## src/rtl/stim_pattern_gen_if.sv

```systemverilog
// Handshake/stimulus bundle for stim_pattern_gen.
// master: the block requesting bursts and consuming patterns (e.g. a testbench).
// slave:  the pattern generator itself.
// The pause signal exists only when STIM_PAUSE_EN is defined.
interface stim_pattern_gen_if #(
    parameter int unsigned CNT_W = 16
);
    logic             start;
    logic [CNT_W-1:0] len;
    logic [1:0]       mode;
    logic             busy;
    logic             done;
    logic             stim_valid;
    logic             stim_in1;
    logic             stim_in2;
    logic             stim_in3;
`ifdef STIM_PAUSE_EN
    logic             pause;
`endif

    modport master (
`ifdef STIM_PAUSE_EN
        output pause,
`endif
        output start,
        output len,
        output mode,
        input  busy,
        input  done,
        input  stim_valid,
        input  stim_in1,
        input  stim_in2,
        input  stim_in3
    );

    modport slave (
`ifdef STIM_PAUSE_EN
        input  pause,
`endif
        input  start,
        input  len,
        input  mode,
        output busy,
        output done,
        output stim_valid,
        output stim_in1,
        output stim_in2,
        output stim_in3
    );
endinterface

```

## src/rtl/stim_pattern_gen.sv

```systemverilog
// Stimulus sequencer: on start emits a burst of len 3-bit patterns from one of four sources
// (LFSR, walking one, counter, alternating 000/111), each with a valid strobe, then pulses done.
// Optional feature macro: STIM_PAUSE_EN adds a pause input that stalls emission in RUN.
module stim_pattern_gen #(
    parameter int unsigned        LFSR_W = 16,
    parameter logic [LFSR_W-1:0]  SEED   = 16'hACE1,
    parameter int unsigned        CNT_W  = 16
) (
    input logic               clk,
    input logic               rst_n,
    stim_pattern_gen_if.slave bus
);

    typedef enum logic [1:0] {
        StIdle,
        StRun,
        StDone
    } state_e;

    state_e              state_q, state_d;
    logic [CNT_W-1:0]    count_q, count_d;
    logic [LFSR_W-1:0]   lfsr_q, lfsr_d;
    logic [LFSR_W-1:0]   lfsr_step;
    logic [1:0]          mode_q, mode_d;
    logic [2:0]          pat_q, pat_d;
    logic [2:0]          pat_first;
    logic [2:0]          pat_next;
    logic                valid_q, valid_d;
    logic                done_q, done_d;
    logic                busy_q, busy_d;
    logic                hold;
    logic                lfsr_fb;

`ifdef STIM_PAUSE_EN
    assign hold = bus.pause;
`else
    assign hold = 1'b0;
`endif

    // Fibonacci LFSR x^16+x^14+x^13+x^11+1, shifting left with feedback into bit 0.
    always_comb begin
        lfsr_fb   = lfsr_q[LFSR_W-1] ^ lfsr_q[LFSR_W-3] ^ lfsr_q[LFSR_W-4] ^ lfsr_q[LFSR_W-6];
        lfsr_step = {lfsr_q[LFSR_W-2:0], lfsr_fb};
    end

    // Pattern 0 of a burst, chosen by the mode presented alongside start.
    always_comb begin
        pat_first = 3'b000;
        unique case (bus.mode)
            2'd0:    pat_first = SEED[2:0];
            2'd1:    pat_first = 3'b001;
            2'd2:    pat_first = 3'b000;
            2'd3:    pat_first = 3'b000;
            default: pat_first = 3'b000;
        endcase
    end

    // Successor pattern, derived from the one currently presented so no index register is needed.
    always_comb begin
        pat_next = pat_q;
        unique case (mode_q)
            2'd0:    pat_next = lfsr_step[2:0];
            2'd1:    pat_next = {pat_q[1:0], pat_q[2]};
            2'd2:    pat_next = pat_q + 3'd1;
            2'd3:    pat_next = ~pat_q;
            default: pat_next = pat_q;
        endcase
    end

    // Next-state and next-output logic; every output is a flop.
    always_comb begin
        state_d = state_q;
        count_d = count_q;
        lfsr_d  = lfsr_q;
        mode_d  = mode_q;
        pat_d   = pat_q;
        valid_d = 1'b0;
        done_d  = 1'b0;
        busy_d  = busy_q;

        unique case (state_q)
            StIdle: begin
                busy_d = 1'b0;
                if (bus.start) begin
                    mode_d = bus.mode;
                    lfsr_d = SEED;
                    busy_d = 1'b1;
                    if (bus.len != '0) begin
                        state_d = StRun;
                        count_d = bus.len;
                        pat_d   = pat_first;
                        valid_d = 1'b1;
                    end else begin
                        state_d = StDone;
                        count_d = '0;
                        done_d  = 1'b1;
                    end
                end
            end
            StRun: begin
                busy_d = 1'b1;
                if (hold) begin
                    // Stalled: count, LFSR and pattern all keep their values.
                    valid_d = 1'b0;
                end else if (count_q > 1) begin
                    count_d = count_q - 1'b1;
                    lfsr_d  = lfsr_step;
                    pat_d   = pat_next;
                    valid_d = 1'b1;
                end else begin
                    state_d = StDone;
                    count_d = '0;
                    done_d  = 1'b1;
                end
            end
            StDone: begin
                state_d = StIdle;
                busy_d  = 1'b0;
            end
            default: begin
                state_d = StIdle;
                busy_d  = 1'b0;
            end
        endcase
    end

    // State and output registers; reset aborts any burst without a done pulse.
    always_ff @(posedge clk or negedge rst_n) begin
        if (!rst_n) begin
            state_q <= StIdle;
            count_q <= '0;
            lfsr_q  <= SEED;
            mode_q  <= 2'd0;
            pat_q   <= 3'b000;
            valid_q <= 1'b0;
            done_q  <= 1'b0;
            busy_q  <= 1'b0;
        end else begin
            state_q <= state_d;
            count_q <= count_d;
            lfsr_q  <= lfsr_d;
            mode_q  <= mode_d;
            pat_q   <= pat_d;
            valid_q <= valid_d;
            done_q  <= done_d;
            busy_q  <= busy_d;
        end
    end

    assign bus.busy       = busy_q;
    assign bus.done       = done_q;
    assign bus.stim_valid = valid_q;
    assign bus.stim_in1   = pat_q[0];
    assign bus.stim_in2   = pat_q[1];
    assign bus.stim_in3   = pat_q[2];

endmodule
```

## src/flat_wrapper.sv

```systemverilog
// flat-port wrapper written by rule: the top's interface ports become plain ports
module stim_pattern_gen_flat 
#(
    parameter int unsigned        LFSR_W = 16,
    parameter logic [LFSR_W-1:0]  SEED   = 16'hACE1,
    parameter int unsigned        CNT_W  = 16
)
  (clk, rst_n, bus_start, bus_len, bus_mode, bus_busy, bus_done, bus_stim_valid, bus_stim_in1, bus_stim_in2, bus_stim_in3);
  stim_pattern_gen_if #(.CNT_W(CNT_W)) bus_i ();
  input logic clk;
  input logic rst_n;
  input wire logic [$bits(bus_i.start)-1:0] bus_start;
  input wire logic [$bits(bus_i.len)-1:0] bus_len;
  input wire logic [$bits(bus_i.mode)-1:0] bus_mode;
  output wire logic [$bits(bus_i.busy)-1:0] bus_busy;
  output wire logic [$bits(bus_i.done)-1:0] bus_done;
  output wire logic [$bits(bus_i.stim_valid)-1:0] bus_stim_valid;
  output wire logic [$bits(bus_i.stim_in1)-1:0] bus_stim_in1;
  output wire logic [$bits(bus_i.stim_in2)-1:0] bus_stim_in2;
  output wire logic [$bits(bus_i.stim_in3)-1:0] bus_stim_in3;
  assign bus_i.start = bus_start;
  assign bus_i.len = bus_len;
  assign bus_i.mode = bus_mode;
  assign bus_busy = bus_i.busy;
  assign bus_done = bus_i.done;
  assign bus_stim_valid = bus_i.stim_valid;
  assign bus_stim_in1 = bus_i.stim_in1;
  assign bus_stim_in2 = bus_i.stim_in2;
  assign bus_stim_in3 = bus_i.stim_in3;
  stim_pattern_gen #(.LFSR_W(LFSR_W), .SEED(SEED), .CNT_W(CNT_W)) u_core (.clk(clk), .rst_n(rst_n), .bus(bus_i));
endmodule
```

## config.mk

```make
export PLATFORM = sky130hd
export DESIGN_NAME = stim_pattern_gen_flat
export DESIGN_NICKNAME = d
export VERILOG_FILES = /design/src/rtl/stim_pattern_gen_if.sv /design/src/rtl/stim_pattern_gen.sv /design/src/flat_wrapper.sv
export SDC_FILE = /design/constraint.sdc
export NUM_CORES = 1
export LEC_CHECK = 0
export BUFFER_PORTS_ARGS = -buffer_cell sky130_fd_sc_hd__buf_2
export CORE_MARGIN = 4
export CORE_UTILIZATION = 55
export DETAILED_ROUTE_END_ITERATION = 16
export HOLD_SLACK_MARGIN = 0.15
export PLACE_DENSITY = 0.86
export REMOVE_ABC_BUFFERS = 1
export SLEW_MARGIN = 20
export SYNTH_ARGS = -nofsm -noshare
export SYNTH_HDL_FRONTEND = slang
export SYNTH_SLANG_ARGS = --single-unit
```

## constraint.sdc

```tcl
create_clock -name clk -period 6.3 [get_ports clk]
set_clock_uncertainty 0.2 [all_clocks]
set_input_delay 0.315 -clock clk [delete_from_list [all_inputs] [get_ports clk]]
set_output_delay 0.315 -clock clk [all_outputs]
set_load 0.01 [all_outputs]
```

======== Yosys cells after proc, flatten, opt, wreduce, memory -nomap -nowiden ========
Cells that the tools add are included.
storage, ports and cells
  register bits ........................... 42
  input port bits ......................... 21
  output and inout bits ................... 6
  word-level logic and storage cells ...... 65
cells by class
  $add $sub $neg .......................... 2
  order comparisons ....................... 1
  eq/ne operators ......................... 11
  muxes and demuxes ....................... 27
  bitwise logic cells ..................... 4
  reduce and logical (&&, ||, !) cells .... 12
operators by type and width
  cell                                                                      count
  16-bit 2-to-1 mux                                                         5
  16-bit one-hot mux with 2 select lines                                    2
  16-bit by 1-bit > comparator with 1-bit output (second input constant)    1
  16-bit nonzero test                                                       1
  16-bit by 1-bit subtractor with 16-bit output (second input constant)     1
  3-bit one-hot mux with 2 select lines                                     2
  3-bit one-hot mux with 4 select lines                                     1
  3-bit 2-to-1 mux                                                          3
  2-bit equality test (second input constant)                               4
  1-bit 2-to-1 mux                                                          7
  2-bit by 1-bit equality test with 1-bit output (second input constant)    3
  2-bit zero test                                                           3
  2-bit 2-to-1 mux                                                          3
  1-bit one-hot mux with 2 select lines                                     3
  2-bit AND reduction                                                       3
  2-bit by 1-bit inequality test with 1-bit output (second input constant)  2
  2-bit inequality test (second input constant)                             2
  2-bit one-hot mux with 2 select lines                                     1
  4-bit AND reduction                                                       1
  2-bit OR reduction                                                        2
  3-bit by 1-bit adder with 3-bit output (second input constant)            1
  3-bit inverter                                                            1
  3-bit AND reduction                                                       1
  1-bit XOR                                                                 3
  2-bit nonzero test                                                        1

======== Logic depth before layout (Yosys ltp) ========
  depth in word-level cells ............... 6
  mapped depth ............................ 8
  mapped depth without buffers ............ 7

======== Least setup slack after synthesis ========
Ideal clock, no wire load.
  path kind ............................... reg-to-reg
  start point ............................. register u_core.count_q[13]
  end point ............................... register u_core.count_q[3]
  setup time .............................. 0.126 ns
  arrival time ............................ 1.935 ns
  required time ........................... 5.974 ns
  slack ................................... 4.039 ns
  stages on the path, launching flop included .. 7
  buffers on the path ..................... 1
  period minus slack after synthesis ...... 2.261 ns
  path through ............................ dfrtp_1 > or3_4 > or3_4 > o31ai_4 > buf_6 > a21oi_1 > a221o_1
on the way
  word-level cells in the longest chain between the ends .. 3
ends and longest elaborated chain
  element                                         RTL line                 RTL
  start: declaration                              stim_pattern_gen.sv:21   logic [CNT_W-1:0] count_q, count_d;
  start signal: assignment                        stim_pattern_gen.sv:140  count_q <= count_d;
  16-bit by 1-bit > comparator with 1-bit output  stim_pattern_gen.sv:105  end else if (count_q > 1) begin
  16-bit 2-to-1 mux                               stim_pattern_gen.sv:105
  16-bit one-hot mux with 2 select lines          stim_pattern_gen.sv:81   unique case (state_q)
Every way passes these cells.
A chain may end at the register's enable or synchronous reset.

======== Worst setup path in the final report ========
  start point ............................. register u_core.count_q[0]
  end point ............................... register u_core.lfsr_q[10]
on the way
  word-level cells in the longest chain between the ends .. 3
ends and longest elaborated chain
  element                                                     RTL line                 RTL
  16-bit by 1-bit > comparator with 1-bit output              stim_pattern_gen.sv:105
  2-bit by 1-bit inequality test with 1-bit output (no line)  -
  3-bit AND reduction (no line)                               -
  end signal: assignment                                      stim_pattern_gen.sv:141  lfsr_q <= lfsr_d;
  end: declaration                                            stim_pattern_gen.sv:22   logic [LFSR_W-1:0] lfsr_q, lfsr_d;
Every way passes these cells.

==> flow_metrics.env <==
export IMPL_status="completed"
export IMPL_diodes=0
export IMPL_cts_buffer_depth=2
export IMPL_grt_pass1_wl_um=8310
export IMPL_io_pins=27
export IMPL_initial_core_util_pct=58.3
export IMPL_grt_max_degree=43
export IMPL_worstSetupEndpointType="flop"
export IMPL_place_gp_congestion=0.875
export IMPL_chipHeight_um=71.2
export IMPL_overflow=0
export IMPL_required_ns=6.33
export IMPL_numPlacedInstances=294
export IMPL_fp_dieArea_sq_um=5080
export IMPL_clkSinkCount=42
export IMPL_synth_seq_area_share_pct=48.2
export IMPL_rsz0062_at_grt="no"
export IMPL_cts_max_level=2
export IMPL_synth_edf_count=0
export IMPL_critPathLaunchType="flop"
export IMPL_post_cts_resized=0
export IMPL_num_nets_final=292
export IMPL_slew_viol_final=0
export IMPL_synth_cell_types=45
export IMPL_drt_wl_total_um=4920
export IMPL_first_global_vias=1787
export IMPL_postSynthAreaPerCell_sq_um=9.48
export IMPL_grt_use_total_pct=20.8
export IMPL_yosys_top_cells_area="dfrtp_1, dfstp_2, o21ai_0"
export IMPL_finalSetupTns_ns=0
export IMPL_synth_top_area_cell="dfrtp_1"
export IMPL_ys_flop_type="dfrtp_1"
export IMPL_finalHoldViolCount=0
export IMPL_relSlewSlack_pct=33.6
export IMPL_period_share_pct=45.8
export IMPL_cts_tree="built"
export IMPL_tightest_slew_ns=0.996
export IMPL_synth_common_cells="dfrtp_1, nor2_1, o21ai_0"
export IMPL_worstSetupPathType="flop to flop"
export IMPL_arrival_ns=2.91
export IMPL_min_path_type="input port to flop"
export IMPL_clk_pin_slew_ns=0.08
export IMPL_drtIter0Drc=164
export IMPL_drt_pass1_iter_count=4
export IMPL_fmax_mhz=347
export IMPL_nFillCells=269
export IMPL_hold_buffers=15
export IMPL_clockRootBuffer="clkbuf_8"
export IMPL_power_density_nw_per_um2=472
export IMPL_synth_most_common_cell="dfrtp_1"
export IMPL_utilization_pct=69.0
export IMPL_drc=0
export IMPL_design_area_sq_um=2600
export IMPL_via_count=1889
export IMPL_ys_ff_latch=42
export IMPL_vdd_drop_max_mv=0.273
export IMPL_worstPathMaxFanout=32
export IMPL_fin_crit_ns=2.89
export IMPL_yosysTopAreaCellShare_pct=38.7
export IMPL_die_w_um=71.2
export IMPL_wire_per_inst_um=15.5
export IMPL_ant_nets=0
export IMPL_drive_above_1_share_pct=20.1
export IMPL_design_core_area_sq_um=3770
export IMPL_cts_setup_buffers=0
export IMPL_ys_warn_count=0
export IMPL_area_growth_pct=18.3
export IMPL_drv_cap=0
export IMPL_antenna_found_initial=0
export IMPL_placed_area_sq_um=2340
export IMPL_setup_viol=0
export IMPL_p_leak_uw=0.00112
export IMPL_cts_buffers=5
export IMPL_syn_area_sq_um=2200
export IMPL_rows=22
export IMPL_syn_inst=232
export IMPL_fin_cells=317
export IMPL_drt_vias_per_instance=5.96
export IMPL_synthArstFlopShare_pct=100
export IMPL_clk_latency_ns=0.30
export IMPL_io_buffers=26
export IMPL_dp_hpwl_um=3260
==> state kept, by name, indices dropped and copies added, names as in the netlist <==
signal,count
u_core.pat_q,3
u_core.bus.done,1
u_core.state_q,2
u_core.mode_q,2
u_core.count_q,16
u_core.bus.busy,1
u_core.lfsr_q,16
u_core.bus.stim_valid,1
==> logic make-up after synthesis <==
| family | after synthesis | share of synthesized area (%) |
|---|---|---|
| adder cells (fa/ha/maj) | 3 | 1.71 |
| AND/OR/NAND/NOR | 81 | 19.0 |
| XOR/XNOR | 9 | 3.58 |
| AO/OA/AOI/OAI | 68 | 21.1 |
| flip-flops | 42 | 48.2 |
| buffers and inverters | 26 | 4.83 |
| multiplexers | 3 | 1.54 |
==> worst paths after layout <==
check                                          startpoint                             end  slack (ns)  cells after the start
hold reg to reg            u_core.count_q[14]$_DFFE_PN0P_  u_core.count_q[14]$_DFFE_PN0P_        0.29                      1
setup / recovery            u_core.count_q[0]$_DFFE_PN0P_   u_core.lfsr_q[10]$_DFFE_PN1P_        3.41                      6
setup reg to reg            u_core.count_q[0]$_DFFE_PN0P_   u_core.lfsr_q[10]$_DFFE_PN1P_        3.41                      6
min in group asynchronous                           rst_n  u_core.count_q[15]$_DFFE_PN0P_        0.48                      2
max in group asynchronous                           rst_n       u_core.bus.busy$_DFF_PN0_        4.88                      2
hold / removal                                bus_len[10]  u_core.count_q[10]$_DFFE_PN0P_        0.16                      3
==> per-layer routing <==
| metal | vias to the layer above | share of wire [%] | global-route usage, % |
|---|---|---|---|
| met2 | 65 | 47 | 32.3 |
| met3 | 12 | 6.7 | 5.61 |
| met5 | - | 0 | 0 |
| li1 | 917 | - | - |
| met4 | 0 | 2.5 | 9.19 |
| met1 | 895 | 44 | 27.4 |
==> stage by stage <==
stage / power, uW / hold WS, ns / setup WS (ns)
floorplan: 871 / -0.181 / 3.79
detailed placement: 996 / 0.274 / 3.50
global placement: 972 / 0.268 / 3.55
global route: 1320 / 0.191 / 3.14
finish: 1230 / 0.158 / 3.41
CTS: 1230 / 0.156 / 3.44
==> report_power, final <==
group | internal [uW] | switching [uW] | total (uW)
sequential | 414 | 128 | 542
combinational | 224 | 246 | 470
clock | 119 | 97.1 | 216
==> final cells by class <==
| class | count | area [sq um] | area share (%) |
|---|---|---|---|
| flip-flops and latches | 42 | 1060 | 40.8 |
| clock inverters | 3 | 43.8 | 1.68 |
| multi-input cells | 164 | 1030 | 39.8 |
| repair buffers | 41 | 280 | 10.8 |
| well taps | 48 | 60.1 | 2.31 |
| inverters | 14 | 52.6 | 2.02 |
| clock buffers | 5 | 68.8 | 2.65 |
==> critical path, stage by stage (launching register included) <==
cell     delay [ns]
dfrtp_1        0.46
inv_1          0.09
ha_1           0.26
o21ai_0        0.53
o41a_1         0.90
nor2_1         0.15
a31oi_1        0.21
==> placed cells by master, fill, tap and decap left out, drive strengths merged, types with 6 or more instances in the layout <==
cell | synthesis | final
dfstp | 8 | 8
nor4 | 7 | 7
nor3 | 6 | 6
buf | 2 | 26
nor2 | 20 | 20
dlygate4sd3 | 0 | 15
a21oi | 13 | 13
o21ai | 19 | 19
a22oi | 6 | 6
nand2 | 18 | 18
xnor2 | 8 | 8
inv | 14 | 15
nand3 | 11 | 11
dfrtp | 34 | 34
(Power assumes the default switching activity.)
